### src/rtl/btn_debounce.sv
// Push-button debouncer: two-flop synchronizer, four-state qualifier,
// registered level plus one-cycle press and release strobes.
module btn_debounce #(
  parameter int STABLE_CYCLES = 1000000
) (
  input  logic clk,
  input  logic rst,
  input  logic btn_in,
  output logic btn_level,
  output logic press_pulse,
  output logic release_pulse
);

  localparam int CW = $clog2(STABLE_CYCLES);
  localparam logic [CW-1:0] CNT_LAST = CW'(STABLE_CYCLES - 1);

  typedef enum logic [1:0] {
    IDLE,
    CHK_PRESS,
    PRESSED,
    CHK_REL
  } state_t;

  state_t          state;
  state_t          state_n;
  logic [CW-1:0]   cnt;
  logic [CW-1:0]   cnt_n;
  logic            sync1;
  logic            sync2;
  logic            press_n;
  logic            release_n;
  logic            level_n;

  always_ff @(posedge clk) begin
    if (!rst) begin
      sync1 <= 1'b0;
      sync2 <= 1'b0;
    end else begin
      sync1 <= btn_in;
      sync2 <= sync1;
    end
  end

  always_comb begin
    state_n   = state;
    cnt_n     = cnt;
    press_n   = 1'b0;
    release_n = 1'b0;
    unique case (state)
      IDLE: begin
        if (sync2) begin
          state_n = CHK_PRESS;
          cnt_n   = '0;
        end
      end
      CHK_PRESS: begin
        if (!sync2) begin
          state_n = IDLE;
          cnt_n   = '0;
        end else if (cnt == CNT_LAST) begin
          state_n = PRESSED;
          press_n = 1'b1;
        end else begin
          cnt_n = cnt + 1'b1;
        end
      end
      PRESSED: begin
        if (!sync2) begin
          state_n = CHK_REL;
          cnt_n   = '0;
        end
      end
      CHK_REL: begin
        if (sync2) begin
          state_n = PRESSED;
          cnt_n   = '0;
        end else if (cnt == CNT_LAST) begin
          state_n   = IDLE;
          release_n = 1'b1;
        end else begin
          cnt_n = cnt + 1'b1;
        end
      end
    endcase
    level_n = (state_n == PRESSED) || (state_n == CHK_REL);
  end

  // Outputs are registered from the next state so they align with it.
  always_ff @(posedge clk) begin
    if (!rst) begin
      state         <= IDLE;
      cnt           <= '0;
      btn_level     <= 1'b0;
      press_pulse   <= 1'b0;
      release_pulse <= 1'b0;
    end else begin
      state         <= state_n;
      cnt           <= cnt_n;
      btn_level     <= level_n;
      press_pulse   <= press_n;
      release_pulse <= release_n;
    end
  end

endmodule

### config.mk
export PLATFORM = sky130hd
export DESIGN_NAME = btn_debounce
export DESIGN_NICKNAME = d
export VERILOG_FILES = /design/src/rtl/btn_debounce.sv
export SDC_FILE = /design/constraint.sdc
export NUM_CORES = 1
export LEC_CHECK = 0
export BUFFER_PORTS_ARGS = -buffer_cell sky130_fd_sc_hd__buf_2
export CAP_MARGIN = 0
export CORE_MARGIN = 3
export CORE_UTILIZATION = 59
export CTS_CLUSTER_SIZE = 40
export DETAILED_ROUTE_END_ITERATION = 16
export PLACE_DENSITY_LB_ADDON = 0.15
export SETUP_SLACK_MARGIN = 0.02
export SYNTH_ARGS = -nofsm -noshare
export SYNTH_HDL_FRONTEND = slang
export SYNTH_SLANG_ARGS = --single-unit
### constraint.sdc
create_clock -name clk -period 2.4 [get_ports clk]
set_input_delay 0.12 -clock clk [delete_from_list [all_inputs] [get_ports clk]]
set_output_delay 0.12 -clock clk [all_outputs]
set_load 0.005 [all_outputs]
==> out/metrics.yaml, run 1 <==
logic_synthesis:
  netlist_area_sq_um: 1320
  yosys-top-cells-area: "dfxtp_1, xor2_1, nand2_1, and3_1, nor2_1"
  ys_ff_latch: 27
  async_reset_ff_share_pct: 0
  ys_warn_count: 0
  synth_most_common_cell: "dfxtp_1"
  postSynthCellCount: 147
  syn_avg_cell_area_sq_um: 8.99
  synth_top_cell_by_area: "dfxtp_1"
  synth_top_area_share_pct: 40.9
  syn_nets: 151
  ys_types: 43
  yosys-top-cells-count: "dfxtp_1, nand2_1, nor2_1"
  synth_edf_count: 0
  ys.flop_type: "dfxtp_1"
  ys_seq_area_share_pct: 40.9
detailed_routing:
  met3WireLength_um: 74
  vias: 1089
  drc: 0
  viasPerCell: 6.02
  drt_first_iter_violations: 29
  wl_met1_um: 1190
  wl_per_cell_um: 14.1
  drtPass1Iterations: 4
  drtAntennaViolNets: 0
  met2_wirelength_um: 1260
  drt-total-wl_um: 2550
  top_layer: "met4"
layout:
  synthToLayoutAreaGrowth_pct: 6.53
  final_area_sq_um: 1410
  fin_nets: 159
  multi_input_area_sq_um: 744
  fin_util_pct: 68.9
  fill_cells: 174
  seq_area_sq_um: 541
  drive_gt1_share_pct: 14.9
  antenna_cells: 0
pwr:
  p_comb_share_pct: 3.4
  vdd_drop_max_mv: 0.427
  power_mw: 0.671
  sequentialPowerShare_pct: 67.7
  clockPowerShare_pct: 28.9
  power.density_nw_per_um2: 477
  power.switching_mw: 0.149
  p_sw_share_pct: 22.2
  p_leak_nw: 0.517
  p_int_mw: 0.522
timing:
  fin_setup_tns_ps: 0
  relSlewSlack_pct: 67.6
  skew_ps: 9.44
  setup_violations: 0
  timing.final.crit_share_pct: 80.6
  drv_slew: 0
  fmax_ghz: 0.517
  fin_crit_ps: 1930
  tightest_slew_ps: 485
  rsz0062_at_grt: "false"
  hold_viol_final: 0
clock_tree:
  postCtsSetupBuffers: 0
  cts_buffers: 3
  clk_latency_ps: 330
  clk_pin_slew_ps: 140
  root_buffer: "clkbuf_4"
  cts_tree: "built"
  clockBufferDepth: 2
  cts.sinks: 27
  htreeDepth: 1
global_route:
  grt_pass1_vias: 1043
  grtUsageTotal_pct: 21.5
  grt_antenna_before_repair: 0
  grt_max_degree: 16
  grt_overflow: 0
  grt_pass1_wl_um: 4560
floorplanning:
  start_util_pct: 64.7
  die_h_um: 53.3
  row_count: 16
  ios: 6
  core_sq_um: 2040
  fp.dieW_um: 53.3
  dieArea_sq_um: 2840
critical_path:
  crit_type: "reg2reg"
  crit_fanout: 10
  crit_chain: "ha_1, nand2_1, or2_1, nor3_2, mux2i_1, nor2b_1"
  cp_data_required_time_ps: 2630
  slowest_stage: "or2_1"
  cpPeakStageDelay_ps: 410
  crit_path_start_kind: "flop"
  critPathCaptureType: "flop"
  worst_ep_arrival_time_ps: 2170
placed_design:
  dpl_cell_area_sq_um: 1370
  gp_congestion: 0.865
  dp_hpwl_um: 1890
  port_buffers: 5
job:
  maxCapViolCount: 0
status:
  status: "finished, final reports clean"
min_path:
  min_path_type: "in2reg"
-- layer usage --
layer / track usage, % / vias up
li1: - / 545
met1: 26.6 / 518
met2: 37.6 / 22
met3: 2.54 / 4
met4: 7.66 / 0
met5: 0 / -
-- metrics by stage --
| step | std cells | hold WS, ps | setup slack, ps |
|---|---|---|---|
| floorplan | 147 | 247 | 727 |
| global placement | 176 | 328 | 622 |
| detailed placement | 176 | 335 | 454 |
| CTS | 181 | 69.0 | 450 |
| global route | 181 | 71.4 | 307 |
| finish | 181 | 71.5 | 465 |
-- flip-flops by register name, indices dropped and copies added, names as in the netlist --
name,count
btn_level,1
sync2,1
cnt,20
sync1,1
press_pulse,1
release_pulse,1
state,2
-- final cells by class --
| class | count | area share, % |
|---|---|---|
| Tap cell | 27 | 2.40 |
| Multi-Input combinational cell | 112 | 52.9 |
| Clock buffer | 3 | 1.60 |
| Inverter | 3 | 0.800 |
| Sequential cell | 27 | 38.4 |
| Timing Repair Buffer | 8 | 3.56 |
| Clock inverter | 1 | 0.356 |
-- cell families after synthesis --
| kind of cell | Yosys count | share of synthesized area, % |
|---|---|---|
| xor gates and xnor gates | 10 | 6.63 |
| muxes | 1 | 0.758 |
| buffers and inverters | 8 | 2.75 |
| adders and majority gates | 1 | 0.947 |
| DFF | 27 | 40.9 |
| and+or+nand+nor | 70 | 33.1 |
| AOI/OAI and AO/OA | 30 | 15.0 |
-- power groups by stage --
stage               logic [mW]  clock network (mW)  registers (mW)
global placement        0.0208                   0           0.464
global route            0.0255               0.217           0.455
detailed placement      0.0220                   0           0.464
finish                  0.0229               0.194           0.454
CTS                     0.0233               0.200           0.454
floorplan               0.0162                   0           0.462
-- worst max-delay path: cells and delay by family (launching register included) --
| kind | cells | cell delay [ps] |
|---|---|---|
| simple gates | 4 | 910 |
| flops | 1 | 390 |
| mux | 1 | 320 |
| fa+ha+maj | 1 | 220 |
-- path summary, 6_finish.rpt --
path	to	depth (start not counted)	startpoint	slack (ps)
worst max-delay path	btn_level	6	cnt[0]	470
worst min-delay path	state[0]	3	rst	70
worst max register to register	btn_level	6	cnt[0]	470
worst min register to register	sync2	1	sync1	460
-- placed cells by master, fill, tap and decap left out, types with 3 or more instances in the layout --
cell type / synthesis / layout
a21oi_1: 8 / 8
and2_1: 4 / 4
and3_1: 7 / 7
buf_2: 2 / 5
clkbuf_4: 0 / 3
dfxtp_1: 27 / 27
inv_1: 3 / 3
nand2_1: 12 / 12
nand3_1: 8 / 8
nor2_1: 11 / 11
nor2b_1: 3 / 3
nor3b_1: 4 / 4
o21ai_0: 6 / 6
o21ai_1: 5 / 5
or3_1: 6 / 6
xor2_1: 8 / 8
-- what timing repair did --
| action | in CTS | in global routing |
|---|---|---|
| hold endpoints to repair | 1 | 0 |
| hold buffers | 1 | 0 |
| resized for setup | 0 | 0 |
No activity file was read; power rests on OpenSTA's default activity.
==> run 2, diff against run 1 <==
==> constraint.sdc (replaced) <==
create_clock -name clk -period 1.9 [get_ports clk]
set_input_delay 0.095 -clock clk [delete_from_list [all_inputs] [get_ports clk]]
set_output_delay 0.095 -clock clk [all_outputs]
set_load 0.005 [all_outputs]
==> out/metrics.yaml, run 2 (same netlist as run 1, synthesis figures left out) <==
status:
  status: "finished, final reports clean"
timing:
  drv_slew: 0  # unchanged
  setup_violations: 0  # unchanged
  fin_setup_tns_ps: 0  # unchanged
  skew_ps: 3.27  # -6.16 ps
  rsz0062_at_grt: "false"
  tightest_slew_ps: 381  # -104 ps
  fin_crit_ps: 1740  # -197 ps
  fmax_ghz: 0.575  # +11%
  relSlewSlack_pct: 74.5  # +6.9 points
  timing.final.crit_share_pct: 91.5  # +11 points
  hold_viol_final: 0  # unchanged
global_route:
  grt_antenna_before_repair: 0  # unchanged
  grt_pass1_vias: 1008  # -3.4%
  grt_pass1_wl_um: 4090  # -10%
  grt_overflow: 0  # unchanged
  grtUsageTotal_pct: 19.4  # -2.1 points
  grt_max_degree: 16  # unchanged
critical_path:
  worst_ep_arrival_time_ps: 2000  # -170 ps
  crit_chain: "ha_1, nand2_1, nor4_4, nand2_1, or4_1, a21boi_1"
  cpPeakStageDelay_ps: 410  # about the same
  slowest_stage: "or4_1"
  crit_type: "reg2reg"
  path_buf_inv: 0  # unchanged
  path_common_cell: "nand2_1"
  crit_fanout: 4  # -6
  cp_data_required_time_ps: 2160  # -470 ps
  critPathCaptureType: "flop"
  cpLargestDelayFamily: "simple AND/OR/NAND/NOR gates"
  crit_path_start_kind: "flop"
min_path:
  min_path_type: "in2reg"
clock_tree:
  cts.sinks: 27  # unchanged
  clockBufferDepth: 2  # unchanged
  clk_latency_ps: 320  # about the same
  htreeDepth: 1  # unchanged
  cts_tree: "built"
  root_buffer: "clkbuf_4"
  cts_buffers: 3  # unchanged
  clk_pin_slew_ps: 140  # about the same
pwr:
  p_leak_nw: 0.546  # +5.7%
  power.density_nw_per_um2: 588  # +23%
  vdd_drop_max_mv: 0.515  # +21%
  power_mw: 0.843  # +26%
floorplanning:
  start_util_pct: 64.7  # unchanged
  ios: 6  # unchanged
  fp.dieW_um: 53.3  # unchanged
  row_count: 16  # unchanged
  die_h_um: 53.3  # unchanged
  dieArea_sq_um: 2840  # unchanged
  core_sq_um: 2040  # unchanged
layout:
  fin_nets: 160  # +0.63%
  regMostFlops: "cnt"
  drive_gt1_share_pct: 16.1  # +1.2 points
  seq_area_sq_um: 541  # unchanged
  layout_commonest_cell: "dfxtp_1"
  largest_reg_flops: 20  # unchanged
  layout_common_cells: "dfxtp_1, nand2_1, nor2_1"
  antenna_cells: 0  # unchanged
  fin_util_pct: 70.2  # +1.2 points
  multi_input_area_sq_um: 762  # +2.4%
  fill_cells: 174  # unchanged
  synthToLayoutAreaGrowth_pct: 8.43
  top_regs: "cnt (20), state (2)"
detailed_routing:
  viasPerCell: 6.05  # +0.64%
  wl_per_cell_um: 13.8  # -2.2%
  vias: 1102  # +1.2%
  drt-total-wl_um: 2510  # -1.7%
  drtPass1Iterations: 4  # unchanged
  drtAntennaViolNets: 0  # unchanged
  drt_first_iter_violations: 28  # -3.4%
  drc: 0  # unchanged
placed_design:
  dp_hpwl_um: 1840  # -3.1%
  port_buffers: 5  # unchanged
  gp_congestion: 0.869  # +0.43%
job:
  maxCapViolCount: 0  # unchanged
[run 2: cell count changes in the layout (fill, tap and decap cells not counted)]
cell     previous run  this run
or2_4               0         1
nor3_4              0         1
nor3_2              1         0
nand4_2             1         0
buf_4               2         3
or2_1               1         0
nand4_4             0         1
[run 2: worst register-to-register path: stages (launching register included)]
cell	delay, ps
dfxtp_1	390
ha_1	220
nand2_1	120
nor4_4	310
nand2_1	100
or4_1	410
a21boi_1	140
[run 2: final cells by class]
cell class,instances,area share [%]
Sequential cell,27,37.7
Clock inverter,1,0.349
Timing Repair Buffer,9,4.02
Multi-Input combinational cell,112,53.2
Clock buffer,3,1.57
Tap cell,27,2.36
Inverter,3,0.786
[run 2: per-stage QoR]
| stage | std cells | area, sq um | setup WS, ps | hold slack [ps] |
|---|---|---|---|---|
| 5_1_grt | 182 | 1430 | 24.0 | 84.4 |
| 4_1_cts | 182 | 1420 | 26.7 | 73.1 |
| 3_3_place_gp | 177 | 1380 | 121 | 304 |
| 2_1_floorplan | 147 | 1320 | 227 | 222 |
| 3_5_place_dp | 177 | 1380 | 58.0 | 316 |
| 6_report | 182 | 1430 | 162 | 76.4 |
[run 2: per-layer routing]
layer | routed length [um] | share of wire, % | track usage [%] | vias to the layer above
met3 | 75 | 3.0 | 4.51 | 2
met1 | 1160 | 46 | 22.6 | 534
met4 | 13 | 0.52 | 7.66 | 0
met5 | 0 | 0 | 0 | -
li1 | - | - | - | 546
met2 | 1260 | 50 | 33.7 | 20
[run 2: report_power, final]
group	total (mW)	switching, mW	internal, mW
Clock	0.239	0.160	0.0788
Combinational	0.0317	0.0199	0.0118
Sequential	0.572	0.00249	0.569
Total	0.843	0.183	0.660
[run 2: worst paths after layout]
check                             from       end  slack, ps  cells past startpoint
worst max-delay path            cnt[0]   cnt[18]        160                      6
worst max register to register  cnt[0]   cnt[18]        160                      6
worst min-delay path               rst  state[0]         80                      3
worst min register to register   sync1     sync2        460                      1
[run 2: what timing repair did]
item / CTS / global route
resized for setup: 0 / 4
endpoints found under the hold margin: 1 / 0
hold buffers: 1 / 0
setup buffers: 0 / 0
setup endpoints to repair: 0 / 11
==> run 3, diff against run 2 <==
--- a/config.mk
+++ b/config.mk
@@ -5,12 +5,12 @@
 export SDC_FILE = /design/constraint.sdc
 export NUM_CORES = 1
 export LEC_CHECK = 0
-export BUFFER_PORTS_ARGS = -buffer_cell sky130_fd_sc_hd__buf_2
 export CAP_MARGIN = 0
 export CORE_MARGIN = 3
-export CORE_UTILIZATION = 59
+export CORE_UTILIZATION = 60
 export CTS_CLUSTER_SIZE = 40
 export DETAILED_ROUTE_END_ITERATION = 16
+export DONT_BUFFER_PORTS = 1
 export PLACE_DENSITY_LB_ADDON = 0.15
 export SETUP_SLACK_MARGIN = 0.02
 export SYNTH_ARGS = -nofsm -noshare
==> out/metrics.yaml, run 3 (same netlist as run 1, synthesis figures left out) <==
layout:
  layout_commonest_cell: "dfxtp_1"
  fin_nets: 156  # -2.5%
  final_cells: 178  # -2.2%
  regMostFlops: "cnt"
  fill_cells: 169  # -2.9%
  antenna_cells: 0  # unchanged
  fin_util_pct: 71.2  # +1.0 points
  largest_reg_flops: 20  # unchanged
  top_regs: "cnt (20), state (2)"
  layout_common_cells: "dfxtp_1, nand2_1, nor2_1"
  final_area_sq_um: 1440  # +0.44%
  synthToLayoutAreaGrowth_pct: 8.90
  drive_gt1_share_pct: 15.9  # -0.23 points
floorplanning:
  core_sq_um: 2020  # -0.98%
  dieArea_sq_um: 2800  # -1.5%
  start_util_pct: 65.3  # +0.64 points
  fp.dieW_um: 52.9  # -0.74%
  die_h_um: 52.9  # -0.74%
  ios: 6  # unchanged
  row_count: 16  # unchanged
placed_design:
  dpl_cell_area_sq_um: 1350  # -1.8%
  port_buffers: 0  # -5
  gp_congestion: 0.835  # -3.9%
  dp_slack_ps: 23.3  # -34.7 ps
  dp_hpwl_um: 1890  # +3.1%
  post-place-cells: 172  # -2.8%
clock_tree:
  clockBufferDepth: 2  # unchanged
  cts_tree: "built"
  clk_latency_ps: 330  # about the same
  cts.sinks: 27  # unchanged
  postCtsSetupBuffers: 0  # unchanged
  cts_buffers: 3  # unchanged
  root_buffer: "clkbuf_4"
  htreeDepth: 1  # unchanged
  clk_pin_slew_ps: 140  # about the same
critical_path:
  worst_ep_arrival_time_ps: 2000  # about the same
  crit_fanout: 4  # unchanged
  crit_type: "reg2reg"
  cp_data_required_time_ps: 2180  # +20 ps
  critPathCaptureType: "flop"
  crit_path_start_kind: "flop"
timing:
  setup_violations: 0  # unchanged
  timing.final.crit_share_pct: 90.5  # -0.98 points
  fin_hold_ws_ps: 105  # +28.5 ps
  relSlewSlack_pct: 74.4  # about the same
  rsz0062_at_grt: "false"
  tightest_slew_ps: 382  # +0.897 ps
  hold_viol_final: 0  # unchanged
  drv_slew: 0  # unchanged
  skew_ps: 10.7  # +7.38 ps
  fin_crit_ps: 1720  # -18.6 ps
  fin_setup_tns_ps: 0  # unchanged
  fin_ws_ps: 180  # +18.6 ps
  fmax_ghz: 0.582  # +1.1%
global_route:
  grt_antenna_before_repair: 0  # unchanged
  grt_pass1_vias: 1115  # +11%
  grt_overflow: 0  # unchanged
  grt_max_degree: 16  # unchanged
  grt_pass1_wl_um: 4790  # +17%
  grtUsageTotal_pct: 23.5  # +4.1 points
detailed_routing:
  viasPerCell: 6.19  # +2.2%
  drc: 0  # unchanged
  drt-total-wl_um: 2650  # +5.8%
  drt_first_iter_violations: 22  # -21%
  drtPass1Iterations: 4  # unchanged
  drtAntennaViolNets: 0  # unchanged
  wl_per_cell_um: 14.9  # +8.2%
  vias: 1101  # -0.091%
pwr:
  vdd_drop_max_mv: 0.607  # +18%
  power.density_nw_per_um2: 588  # about the same
  p_leak_nw: 0.529  # -3.1%
  power_mw: 0.846  # +0.40%
min_path:
  min_path_type: "in2reg"
status:
  status: "finished, final reports clean"
job:
  maxCapViolCount: 0  # unchanged
[run 3: where the power goes]
part / internal (mW) / switching [mW] / total (mW)
combinational: 0.0120 / 0.0190 / 0.0310
clock: 0.0791 / 0.164 / 0.243
sequential: 0.570 / 0.00262 / 0.572
[run 3: final cells by class]
class	count	area, sq um	share of cell area, %
multi-input cells	112	782	54.3
repair buffers	5	42.5	2.96
well taps	27	33.8	2.35
inverters	3	11.3	0.783
flip-flops and latches	27	542	37.7
clock buffers	3	22.5	1.57
clock inverters	1	5.00	0.348
[run 3: timing repair]
item	in CTS	in global routing
resized for setup	1	7
endpoints found under the hold margin	9	0
gates cloned	0	0
endpoints found under the setup margin	1	5
hold buffers	2	0
pin swaps	0	1
[run 3: metal layers]
metal / GRT usage, % / up-vias / wire length [um]
met5: 0 / - / 0
met4: 15.7 / 0 / 76
met3: 3.94 / 7 / 106
met2: 37.6 / 28 / 1310
met1: 28.6 / 523 / 1160
li1: - / 543 / -
[run 3: final timing paths]
| kind | start | to | slack (ps) | depth (start not counted) |
|---|---|---|---|---|
| max reg2reg | cnt[1] | cnt[18] | 180 | 6 |
| min reg2reg | sync1 | sync2 | 470 | 1 |
| min | rst | cnt[15] | 100 | 3 |
| max | cnt[1] | cnt[18] | 180 | 6 |
[run 3: worst max-delay path, stage by stage, from the launching register on]
cell,delay [ps]
dfxtp_1,380
ha_2,210
nand2_1,110
nor4_4,320
nand2_1,100
or4_1,410
a21boi_1,150
